## config.mk

```make
export PLATFORM = sky130hd
export DESIGN_NAME = udp_port_drain_arbiter
export DESIGN_NICKNAME = d
export VERILOG_FILES = /design/src/rtl/udp_port_drain_arbiter.sv
export SDC_FILE = /design/constraint.sdc
export NUM_CORES = 1
export LEC_CHECK = 0
export BUFFER_PORTS_ARGS = -buffer_cell sky130_fd_sc_hd__buf_2
export CAP_MARGIN = 20
export CORE_AREA = 2 2 60 62
export CTS_CLUSTER_SIZE = 14
export DETAILED_ROUTE_END_ITERATION = 7
export DIE_AREA = 0 0 62 64
export PLACE_DENSITY = 0.72
export SYNTH_ARGS = -nofsm -noshare
export SYNTH_HDL_FRONTEND = slang
export SYNTH_SLANG_ARGS = --single-unit
```

## constraint.sdc

```tcl
create_clock -name i_rxmac_clk -period 1.7 [get_ports i_rxmac_clk]
set_input_delay 0.425 -clock i_rxmac_clk [delete_from_list [all_inputs] [get_ports i_rxmac_clk]]
set_output_delay 0.425 -clock i_rxmac_clk [all_outputs]
set_load 0.02 [all_outputs]
```

## src/rtl/udp_port_drain_arbiter.sv

```systemverilog
// Packet-atomic round-robin drain of the per-port UDP payload byte FIFOs onto a
// single port-tagged byte stream, with forced truncation of over-long packets.
module udp_port_drain_arbiter #(
    parameter int P_NUM_PORTS     = 2,
    parameter int P_MAX_PKT_BYTES = 1472,
    parameter int P_IDX_W         = (P_NUM_PORTS > 1) ? $clog2(P_NUM_PORTS) : 1
) (
    input  logic                     i_rxmac_clk,
    input  logic                     i_rxmac_srst,
    input  logic                     i_en,
    input  logic [P_NUM_PORTS-1:0]   i_port_pkt_avail,
    input  logic [8*P_NUM_PORTS-1:0] i_port_byte,
    input  logic [P_NUM_PORTS-1:0]   i_port_byte_vld,
    input  logic [P_NUM_PORTS-1:0]   i_port_eop,
    output logic [P_NUM_PORTS-1:0]   o_port_byte_rd,
    output logic [7:0]               o_byte,
    output logic                     o_byte_vld,
    output logic                     o_byte_sop,
    output logic                     o_byte_eop,
    output logic [P_IDX_W-1:0]       o_byte_port,
    input  logic                     i_byte_rdy,
    output logic                     o_pkt_trunc,
    output logic                     o_busy
);

    typedef enum logic [1:0] {
        ST_IDLE,
        ST_ARB,
        ST_XFER,
        ST_DROP
    } state_t;

    localparam logic [15:0]        CNT_LAST = 16'(P_MAX_PKT_BYTES - 1);
    localparam logic [P_IDX_W-1:0] RR_INIT  = P_IDX_W'(P_NUM_PORTS - 1);

    state_t             state, state_d;
    logic [P_IDX_W-1:0] grant, grant_d;
    logic [P_IDX_W-1:0] rr_ptr, rr_ptr_d;
    logic [15:0]        byte_cnt, byte_cnt_d;
    logic               sop_pend, sop_pend_d;

    logic [7:0]         g_byte;
    logic               g_vld;
    logic               g_eop;
    logic               rd_g;

    logic               arb_found;
    logic [P_IDX_W-1:0] arb_idx;
    int                 cand;
    logic               cand_avail;

    // Head of the granted FIFO; a compare-per-port mux keeps index widths exact.
    always_comb begin
        g_byte = '0;
        g_vld  = 1'b0;
        g_eop  = 1'b0;
        for (int p = 0; p < P_NUM_PORTS; p++) begin
            if (grant == P_IDX_W'(p)) begin
                g_byte = i_port_byte[8*p +: 8];
                g_vld  = i_port_byte_vld[p];
                g_eop  = i_port_eop[p];
            end
        end
    end

    // Search rr_ptr+1, rr_ptr+2, ... so the last-served port has lowest priority.
    always_comb begin
        arb_found  = 1'b0;
        arb_idx    = '0;
        cand       = 0;
        cand_avail = 1'b0;
        for (int k = 1; k <= P_NUM_PORTS; k++) begin
            cand = int'(rr_ptr) + k;
            if (cand >= P_NUM_PORTS) begin
                cand = cand - P_NUM_PORTS;
            end
            cand_avail = 1'b0;
            for (int p = 0; p < P_NUM_PORTS; p++) begin
                if (cand == p) begin
                    cand_avail = i_port_pkt_avail[p];
                end
            end
            if (!arb_found && cand_avail) begin
                arb_found = 1'b1;
                arb_idx   = P_IDX_W'(cand);
            end
        end
    end

    // NOTE: every output and next-state value gets a default before the case,
    // so no path through this block can leave a value held (no latch).
    always_comb begin
        state_d     = state;
        grant_d     = grant;
        rr_ptr_d    = rr_ptr;
        byte_cnt_d  = byte_cnt;
        sop_pend_d  = sop_pend;
        rd_g        = 1'b0;
        o_byte      = '0;
        o_byte_vld  = 1'b0;
        o_byte_sop  = 1'b0;
        o_byte_eop  = 1'b0;
        o_byte_port = '0;
        o_pkt_trunc = 1'b0;

        case (state)
            ST_IDLE: begin
                if (i_en && (|i_port_pkt_avail)) begin
                    state_d = ST_ARB;
                end
            end

            ST_ARB: begin
                if (arb_found) begin
                    grant_d    = arb_idx;
                    rr_ptr_d   = arb_idx;
                    byte_cnt_d = '0;
                    sop_pend_d = 1'b1;
                    state_d    = ST_XFER;
                end else begin
                    state_d = ST_IDLE;
                end
            end

            ST_XFER: begin
                o_byte      = g_byte;
                o_byte_vld  = g_vld;
                o_byte_port = grant;
                o_byte_sop  = sop_pend;
                o_byte_eop  = g_eop || (byte_cnt == CNT_LAST);
                if (g_vld && i_byte_rdy) begin
                    rd_g       = 1'b1;
                    sop_pend_d = 1'b0;
                    if (byte_cnt != 16'hFFFF) begin
                        byte_cnt_d = byte_cnt + 16'd1;
                    end
                    // A real eop on the last allowed byte is a normal end.
                    if (g_eop) begin
                        state_d = ST_IDLE;
                    end else if (byte_cnt == CNT_LAST) begin
                        o_pkt_trunc = 1'b1;
                        state_d     = ST_DROP;
                    end
                end
            end

            ST_DROP: begin
                rd_g = g_vld;
                if (g_vld && g_eop) begin
                    state_d = ST_IDLE;
                end
            end

            default: state_d = ST_IDLE;
        endcase
    end

    always_comb begin
        o_port_byte_rd = '0;
        for (int p = 0; p < P_NUM_PORTS; p++) begin
            if (grant == P_IDX_W'(p)) begin
                o_port_byte_rd[p] = rd_g;
            end
        end
    end

    assign o_busy = (state != ST_IDLE);

    // NOTE: non-blocking assignments here so every register samples the
    // pre-edge values computed above, independent of statement order.
    always_ff @(posedge i_rxmac_clk or negedge i_rxmac_srst) begin
        if (!i_rxmac_srst) begin
            state    <= ST_IDLE;
            grant    <= '0;
            rr_ptr   <= RR_INIT;
            byte_cnt <= '0;
            sop_pend <= 1'b0;
        end else begin
            state    <= state_d;
            grant    <= grant_d;
            rr_ptr   <= rr_ptr_d;
            byte_cnt <= byte_cnt_d;
            sop_pend <= sop_pend_d;
        end
    end

endmodule

```

---- Yosys cells after proc, flatten, opt, wreduce, memory -nomap -nowiden ----
Index checks and enable logic that the tools add are counted.
storage, ports and cells
  register bits after elaboration ......... 21
  bits of input ports ..................... 26
  output and inout port bits .............. 16
operators by class
  $add $sub $neg .......................... 5
  magnitude comparators ................... 2
  equality and inequality tests ........... 13
  mux-type cells .......................... 40
  reductions and logical operators ........ 16
operators by type and width
  kind                                                                                 count
  32-bit by 2-bit == test with 1-bit output, second input constant                     2
  32-bit zero test                                                                     2
  32-bit 2-to-1 mux                                                                    2
  16-bit 2-to-1 mux                                                                    3
  16-bit one-hot mux with 2 select lines                                               1
  1-bit 2-to-1 mux                                                                     23
  16-bit by 1-bit adder with 16-bit output, second input constant                      1
  16-bit by 11-bit == test with 1-bit output, second input constant                    1
  8-bit 2-to-1 mux                                                                     2
  16-bit != test, second input constant                                                1
  2-bit 2-to-1 mux                                                                     6
  2-bit != test, second input constant                                                 5
  2-bit one-hot mux with 4 select lines                                                1
  4-bit AND reduction                                                                  2
  2-bit == test, second input constant                                                 2
  1-bit logical AND                                                                    4
  1-bit one-hot mux with 2 select lines                                                2
  2-bit nonzero test                                                                   2
  3-bit by 2-bit subtractor with 4-bit output, second input constant                   1
  1-bit by 2-bit adder with 3-bit output, second input constant                        1
  3-bit by 2-bit greater-or-equal comparator with 1-bit output, second input constant  1
  3-bit != test, second input constant                                                 1
  3-bit AND reduction                                                                  1
  2-bit by 2-bit subtractor with 3-bit output, second input constant                   1
  other kinds (8)                                                                      8

---- Depth between registers and ports, before layout ----
Gate-level depths: netlist of run 1.
  depth after elaboration ................. 12
  depth in mapped cells ................... 7

---- Least setup slack after synthesis of run 1 ----
OpenSTA, ideal clock, no wires.
  path kind ............................... register -> output
  start point ............................. register byte_cnt[0]
  end point ............................... output o_pkt_trunc
  arrival ................................. 1.651 ns
  path slack .............................. -0.376 ns
  cell stages (with the launch flop) ...... 7
  path buffers ............................ 1
  path through ............................ dfrtp_1 ha_1 and3_1 and3_1 buf_2 nand3_1 nor3_1
on the way
  word-level cells in the longest chain between the ends .. 5
RTL lines
  what                                        line  text
  start: declaration                          39    logic [15:0] byte_cnt, byte_cnt_d;
  start signal: assignment                    182   byte_cnt <= byte_cnt_d;
  16-bit by 11-bit == test with 1-bit output  140   end else if (byte_cnt == CNT_LAST) begin
  1-bit 2-to-1 mux                            140
  1-bit 2-to-1 mux                            138   if (g_eop) begin
  1-bit 2-to-1 mux                            131   if (g_vld && i_byte_rdy) begin
  1-bit 2-to-1 mux                            106   case (state)
  end: declaration                            22    output logic o_pkt_trunc,
No other way between the ends.

---- Worst setup path after layout of run 1 ----
  start point ............................. register byte_cnt[1]
  end point ............................... output o_byte_eop
on the way
  word-level cells in the longest chain between the ends .. 3
RTL lines
  what                                        line  text
  16-bit by 11-bit == test with 1-bit output  130   o_byte_eop = g_eop || (byte_cnt == CNT_LAST);
  1-bit logical OR                            130
  1-bit 2-to-1 mux                            106
  end: declaration                            19    output logic o_byte_eop,
No other way between the ends.

==> results of run 1 <==
## sequential cells by signal (all words and copies together), names as in the netlist
register / flops
byte_cnt: 16
state: 2
sop_pend: 1
rr_ptr: 1
grant: 1
## worst max-delay path: stages, from the launching register on
cell and delay (ps):
dfrtp_1 390, ha_2 190, and3_4 190, and3_4 250
a31oi_4 100, nor2_2 140, buf_6 130
## worst max-delay path by stage
stage / to / slack (ps) / cells after the start
floorplan: o_pkt_trunc / -110 / 6
global placement: o_pkt_trunc / -60 / 6
detailed placement: byte_cnt[3] / -100 / 7
CTS: o_pkt_trunc / -330 / 6
global route: o_byte_eop / -520 / 6
finish: o_byte_eop / -430 / 6
## kinds of logic (layout without fill, tap and decap cells)
| family | after synthesis | in the layout |
|---|---|---|
| and+or+nand+nor | 75 | 75 |
| AOI/OAI and AO/OA | 49 | 49 |
| DFF | 21 | 21 |
| buffers and inverters | 12 | 106 |
| muxes | 11 | 11 |
| adders and majority gates | 1 | 1 |
## power breakdown
group	internal [uW]	leakage [uW]	switching, uW
registers	592	0.000278	101
logic	1430	0.000943	1420
clock network	89.0	0.0000177	196
total	2110	0.00124	1720
## placed cells by master, fill, tap and decap left out, types with 2 or more instances in the layout
cell	instances
buf_2	26
a31o_2	2
clkbuf_4	3
and3_4	2
and4_1	2
o21ai_1	4
nand4_1	3
dfrtp_1	18
a31oi_4	2
nand3_1	2
a21oi_2	5
or2_2	2
and2_4	3
o21ai_0	7
nor3_1	2
nand3_4	3
a41oi_2	2
nor2_4	9
nor4_1	2
nor3_4	2
nor4_4	2
nand2_1	17
buf_12	2
nor2_1	10
buf_6	31
buf_4	36
o21a_1	3
dfrtp_2	2
a31oi_1	7
mux2i_4	8
a22o_1	2
a21oi_1	8
inv_1	3
## through the flow
| stage | util | hold WS (ps) | setup WS (ps) | TNS [ps] |
|---|---|---|---|---|
| after CTS | 0.759 | 66.2 | -332 | -3900 |
| after detailed placement | 0.600 | 416 | -98.1 | -433 |
| after global routing | 0.822 | 30.0 | -520 | -8580 |
| final | 0.822 | 6.03 | -434 | -6990 |
| after global placement | 0.600 | 413 | -59.2 | -222 |
| after floorplan | - | 129 | -105 | -174 |
## metal layers
| metal | vias to the layer above | track usage | share of wire |
|---|---|---|---|
| met2 | 173 | 0.499 | 0.47 |
| met4 | 0 | 0.149 | 0.076 |
| li1 | 815 | - | - |
| met1 | 951 | 0.347 | 0.35 |
| met3 | 66 | 0.0729 | 0.10 |
| met5 | - | 0 | 0 |
## final cells by class
class / count / area (um2)
fillers: 161 / 584
repair buffers: 98 / 857
clock inverters: 1 / 5.00
multi-input cells: 136 / 1210
well taps: 46 / 57.6
flip-flops and latches: 21 / 529
clock buffers: 3 / 22.5
inverters: 4 / 15.0
## timing repair
| item | CTS | global route |
|---|---|---|
| resized for setup | 84 | 31 |
| buffers inserted | 16 | 9 |
| gates cloned | 1 | 1 |
| pin swaps | 19 | 14 |
| endpoints found under the setup margin | 25 | 32 |
==> metrics.md, run 1 <==
| Metric | Value |
|---|---|
| Final WS setup | `-434 ps` |
| Clock Path Buffers | `2` |
| Setup-failing EPs final | `31` |
| CP endpoint kind | `primary output` |
| First-pass iteration count of the detailed router | `5` |
| Worst Path Arrival | `1710 ps` |
| Post-DRT Antenna Nets | `0` |
| #FFs+latches synth | `21` |
| Top cells by count, synth | `dfrtp_1 (20), nor2_1 (20), nand2_1 (18)` |
| Dominant combinational cell family by area after synthesis | `simple AND/OR/NAND/NOR gates` |
| Die height | `64 um` |
| Placed Area | `around 0.0020 mm2` |
| Port bufs | `41` |
| WL per Instance | `24.7 um` |
| Worst skew pair latency | `360 ps` |
| Die area | `0.00397 mm2` |
| R2R Path Start | `state[0]` |
| Synth async-reset ratio | `1.00` |
| Initial antenna violation count | `0` |
| CORE AREA | `0.00328 mm2` |
| Syn Inst Count | `169` |
| Post-Synth Simple-Gate Area | `0.273` |
| Slew Viols, Final | `0` |
| Total Routed Length | `roughly 7600 um` |
| Hold_buf cts | `0` |
| Syn_nets | `just under 200` |
| Ports | `42` |
| Post-synth top area cell | `dfrtp_1` |
| Final Cycle Share | `1.26` |
| Post-Synth Adder-Cell Area | `0.00856` |
| Clock Sink Count | `21` |
| Vias per inst | `6.49` |
| Final Hold Vio Count | `0` |
| CTS Buf Count | `3` |
| Min cycle time layout | `2130 ps` |
| Mux contribution to synthesized area | `0.0796` |
| Unique masters post-synth | `46` |
| Main synth FF type | `dfrtp_1` |
| Pwr per Cell Area | `1420 mW/mm2` |
| Violation count after the first detailed-routing iteration | `204` |
| Cell count after placement | `280` |
| Std-Cell Rows | `21` |
| H-tree depth | `1` |
| Layout cells sized above 1 | `0.624` |
| Total power | `3830 uW` |
| Clock transition at the registers of the reported paths | `between 150 and 200 ps` |
| Critical R2R Capture | `byte_cnt[4]` |
| Post-synth EDFFs | `0` |
| Top cell type's share of synthesized area | `0.342` |
| ANT cells | `0` |
| Routed vias | `2005` |
| Crit Path Max Fanout | `3` |
| Hold Path Class | `primary input to async pin` |
| Failing checks | `setup timing` |
| Unrepaired setup endpoints after global routing | `yes` |
| Relative slew slack | `0.654` |
| XOR/XNOR Fraction of Synth Area | `0` |
| P&R area growth vs syn | `84.8%` |
| Layout Cells excl Fill | `309` |
| CP Class | `register to primary output` |
| Ranking of synthesized cells by area | `dfrtp_1 (34%), mux2i_1 (6.2%), nor2_1 (5.1%), nand2_1 (4.6%), a21oi_1 (4.5%)` |
| R2R depth | `10` |
| Mapped Area | `approximately 0.0015 mm2` |
| Worst-Margin Slew | `slightly above 500 ps` |
| GR Overflow Total | `0` |
| Element type at the critical path start | `register` |
| Global-route wire length before repair | `8680 um` |
| Yosys warns | `0` |
| Worst endpoint required time | `1270 ps` |
| Clk_skew | `31.2 ps` |
| CTS root buf | `clkbuf_4` |
| Total global-route track usage | `0.301` |
| Die X | `62 um` |
| Reg-to-reg slack, setup | `-250 ps` |
| Largest net degree at the start of global routing | `22` |
| Outcome | `complete, but fails checks` |
| TritonCTS clock tree | `done` |
| Compound-Gate Fraction of Synth Area | `0.229` |
| Syn_area_per_cell | `8.65 um2` |
| GP Congestion | `between 0.8 and 0.9` |
| VDD IR max | `685 uV` |
| Starting density of the core | `0.445` |
| P_leak | `0.00124 uW` |
| Post-Layout Inst Area | `roughly 0.0027 mm2` |
| Dpl hpwl | `3020 um` |
| Max-Cap Viols | `0` |
| Layout Nets | `291` |
| Vias in the first global route | `between 1.5k and 2k` |
| DRC | `0` |
| CP startpoint | `byte_cnt[1]` |
| F_max | `~470 MHz` |
| Register area share after synthesis | `0.360` |
No activity file was read; power rests on OpenSTA's default activity.
==> run 2: changes to the inputs <==
--- a/config.mk
+++ b/config.mk
@@ -5,13 +5,14 @@
 export SDC_FILE = /design/constraint.sdc
 export NUM_CORES = 1
 export LEC_CHECK = 0
-export BUFFER_PORTS_ARGS = -buffer_cell sky130_fd_sc_hd__buf_2
+export BUFFER_PORTS_ARGS = -buffer_cell sky130_fd_sc_hd__clkbuf_2
 export CAP_MARGIN = 20
 export CORE_AREA = 2 2 60 62
 export CTS_CLUSTER_SIZE = 14
 export DETAILED_ROUTE_END_ITERATION = 7
 export DIE_AREA = 0 0 62 64
 export PLACE_DENSITY = 0.72
+export SLEW_MARGIN = 20
 export SYNTH_ARGS = -nofsm -noshare
 export SYNTH_HDL_FRONTEND = slang
 export SYNTH_SLANG_ARGS = --single-unit
==> run 2 against run 1 <==
  * The flow still finishes with violations (setup timing)
  * Global-route usage is 7.6 points lower
  * Die area stayed put
  * Hold slack better by 50 ps
  * Combinational power is 13% lower
  * Critical path depth stayed put
  * Clock skew is 19 ps lower
  * Sequential share of layout area is 1.2 points higher
==> metrics.md, run 2 (synthesis gave the netlist of run 1 again) <==
| Metric | Value |
|---|---|
| Outcome | `complete, but fails checks` |
| Failing checks | `setup timing` |
| Worst endpoint required time | `1270 ps` |
| Final Hold Vio Count | `0` |
| Die height | `64 um` |
| Post-Layout Inst Area | `0.00254 mm2` |
| TritonCTS clock tree | `done` |
| Clock transition at the registers of the reported paths | `130 ps` |
| WL per Instance | `19.0 um` |
| GP Congestion | `0.855` |
| Post-DRT Antenna Nets | `0` |
| Largest net degree at the start of global routing | `22` |
| ANT cells | `0` |
| Worst Path Buf+Inv | `2` |
| Utilization after layout | `0.773` |
| F_max | `483 MHz` |
| Flop pwr share | `0.200` |
| Element type at the critical path start | `register` |
| Clk_skew | `~12 ps` |
| Global-route wire length before repair | `6810 um` |
| Layout Cells excl Fill | `303` |
| Max-Cap Viols | `0` |
| CP top delay family | `simple AND/OR/NAND/NOR gates` |
| Initial antenna violation count | `0` |
| Std-Cell Rows | `21` |
| Switching share of power | `0.441` |
| H-tree depth | `1` |
| Clock Sink Count | `21` |
| Total global-route track usage | `0.224` |
| Port bufs | `41` |
| Unrepaired setup endpoints after global routing | `yes` |
| P&R area growth vs syn | `73.8%` |
| Fill count | `201` |
| Vias per inst | `5.91` |
| Cell count after placement | `284` |
| CORE AREA | `0.00328 mm2` |
| Layout Nets | `about 290` |
| Internal | `1910 uW` |
| Die X | `62 um` |
| Violation count after the first detailed-routing iteration | `120` |
| P_leak | `approximately 0.0012 uW` |
| Setup-failing EPs final | `28` |
| Slew Viols, Final | `0` |
| VDD IR max | `528 uV` |
| Pwr per Cell Area | `1350 mW/mm2` |
| Worst Path Arrival | `1650 ps` |
| DRC | `0` |
| Hold Path Class | `primary input to async pin` |
| Total power | `3420 uW` |
| Placed Area | `0.00199 mm2` |
| Starting density of the core | `0.445` |
| Final WS setup | `-371 ps` |
| Commonest non-fill, non-tap cell in the layout | `buf_4` |
| Area of the multi-input gates | `roughly 0.0012 mm2` |
| CP Class | `register to primary output` |
| Clk pwr share | `0.077` |
| Worst-Margin Slew | `556 ps` |
| Sw power | `1510 uW` |
| Crit Path Max Fanout | `2` |
| CP peak stage delay | `about 410 ps` |
| Sequential cell area | `528 um2` |
| Largest Register | `byte_cnt` |
| Layout cells sized above 1 | `0.591` |
| Clock Path Buffers | `2` |
| Ports | `42` |
| CP endpoint kind | `primary output` |
| Final Cycle Share | `1.22` |
| Most frequent cells in the layout | `buf_4 (37), clkbuf_2 (26), buf_6 (23), dfrtp_1 (19), nand2_1 (17)` |
| Total Routed Length | `around 5700 um` |
| First-pass iteration count of the detailed router | `4` |
| Worst slack at placement | `-94.6 ps` |
| Relative slew slack | `0.629` |
| Worst skew pair latency | `330 ps` |
| Slowest-stage cell, CP | `dfrtp_1` |
| Comb pwr share | `0.723` |
| Max reg flops | `16` |
| Routed vias | `1790` |
| Die area | `about 0.0040 mm2` |
| CTS Buf Count | `3` |
| Largest regs | `byte_cnt: 16 flops, state: 2 flops` |
| GR Overflow Total | `0` |
| Vias in the first global route | `approximately 1.5k` |
| Reg-to-reg slack, setup | `-80 ps` |
| CP Cell Sequence | `nand2b_1 -> nor4_2 -> buf_4 -> nand3_4 -> nor3_4 -> clkbuf_8` |
| Min cycle time layout | `2070 ps` |
| Dpl hpwl | `approximately 3000 um` |
| CTS root buf | `clkbuf_4` |
run 2: final cells by class:
type                    count  area share
clock buffers               4      0.0103
repair buffers             90       0.287
inverters                   4     0.00591
well taps                  46      0.0227
flip-flops and latches     21       0.208
multi-input cells         138       0.467
run 2: final timing paths:
kind / startpoint / endpoint / cells past startpoint
setup reg to reg: state[0] / byte_cnt[12] / 8
max in group asynchronous: i_rxmac_srst / grant / 1
hold / removal: i_rxmac_srst / state[0] / 1
min in group i_rxmac_clk: i_port_pkt_avail[1] / rr_ptr / 3
setup / recovery: byte_cnt[15] / o_pkt_trunc / 6
hold reg to reg: byte_cnt[14] / byte_cnt[14] / 1
run 2: per-layer routing:
layer | wire length [um] | global-route usage
met3 | 383 | 0.0364
met2 | 3030 | 0.395
met4 | 211 | 0.0319
met1 | 2120 | 0.287
met5 | 0 | 0
run 2: what timing repair did:
item	CTS	global route
resized for setup	21	91
endpoints found under the hold margin	0	0
cloned	1	1
hold buffers	0	0
pin swaps	3	26
setup buffers	6	8
setup endpoints to repair	28	29
run 2: power by group through the flow:
stage,combinational (uW),sequential [uW],clock (uW)
3_5_place_dp,1480,664,0
5_1_grt,2630,690,278
3_3_place_gp,1470,661,0
2_1_floorplan,1000,668,0
4_1_cts,1710,657,255
6_report,2470,686,262
run 2: per-stage QoR:
stage / setup TNS, ps / hold WS (ps)
6_report: -3530 / 56.1
3_3_place_gp: -322 / 427
4_1_cts: -3420 / 89.6
2_1_floorplan: -174 / 129
3_5_place_dp: -657 / 434
5_1_grt: -5190 / 104
run 2: worst register-to-register path: stages (launching register included):
cell and delay, ps:
dfrtp_1 430, buf_6 130, nor2b_4 160, buf_6 120
buf_6 90, and4_4 260, a22oi_2 130, buf_4 160
a22o_1 190
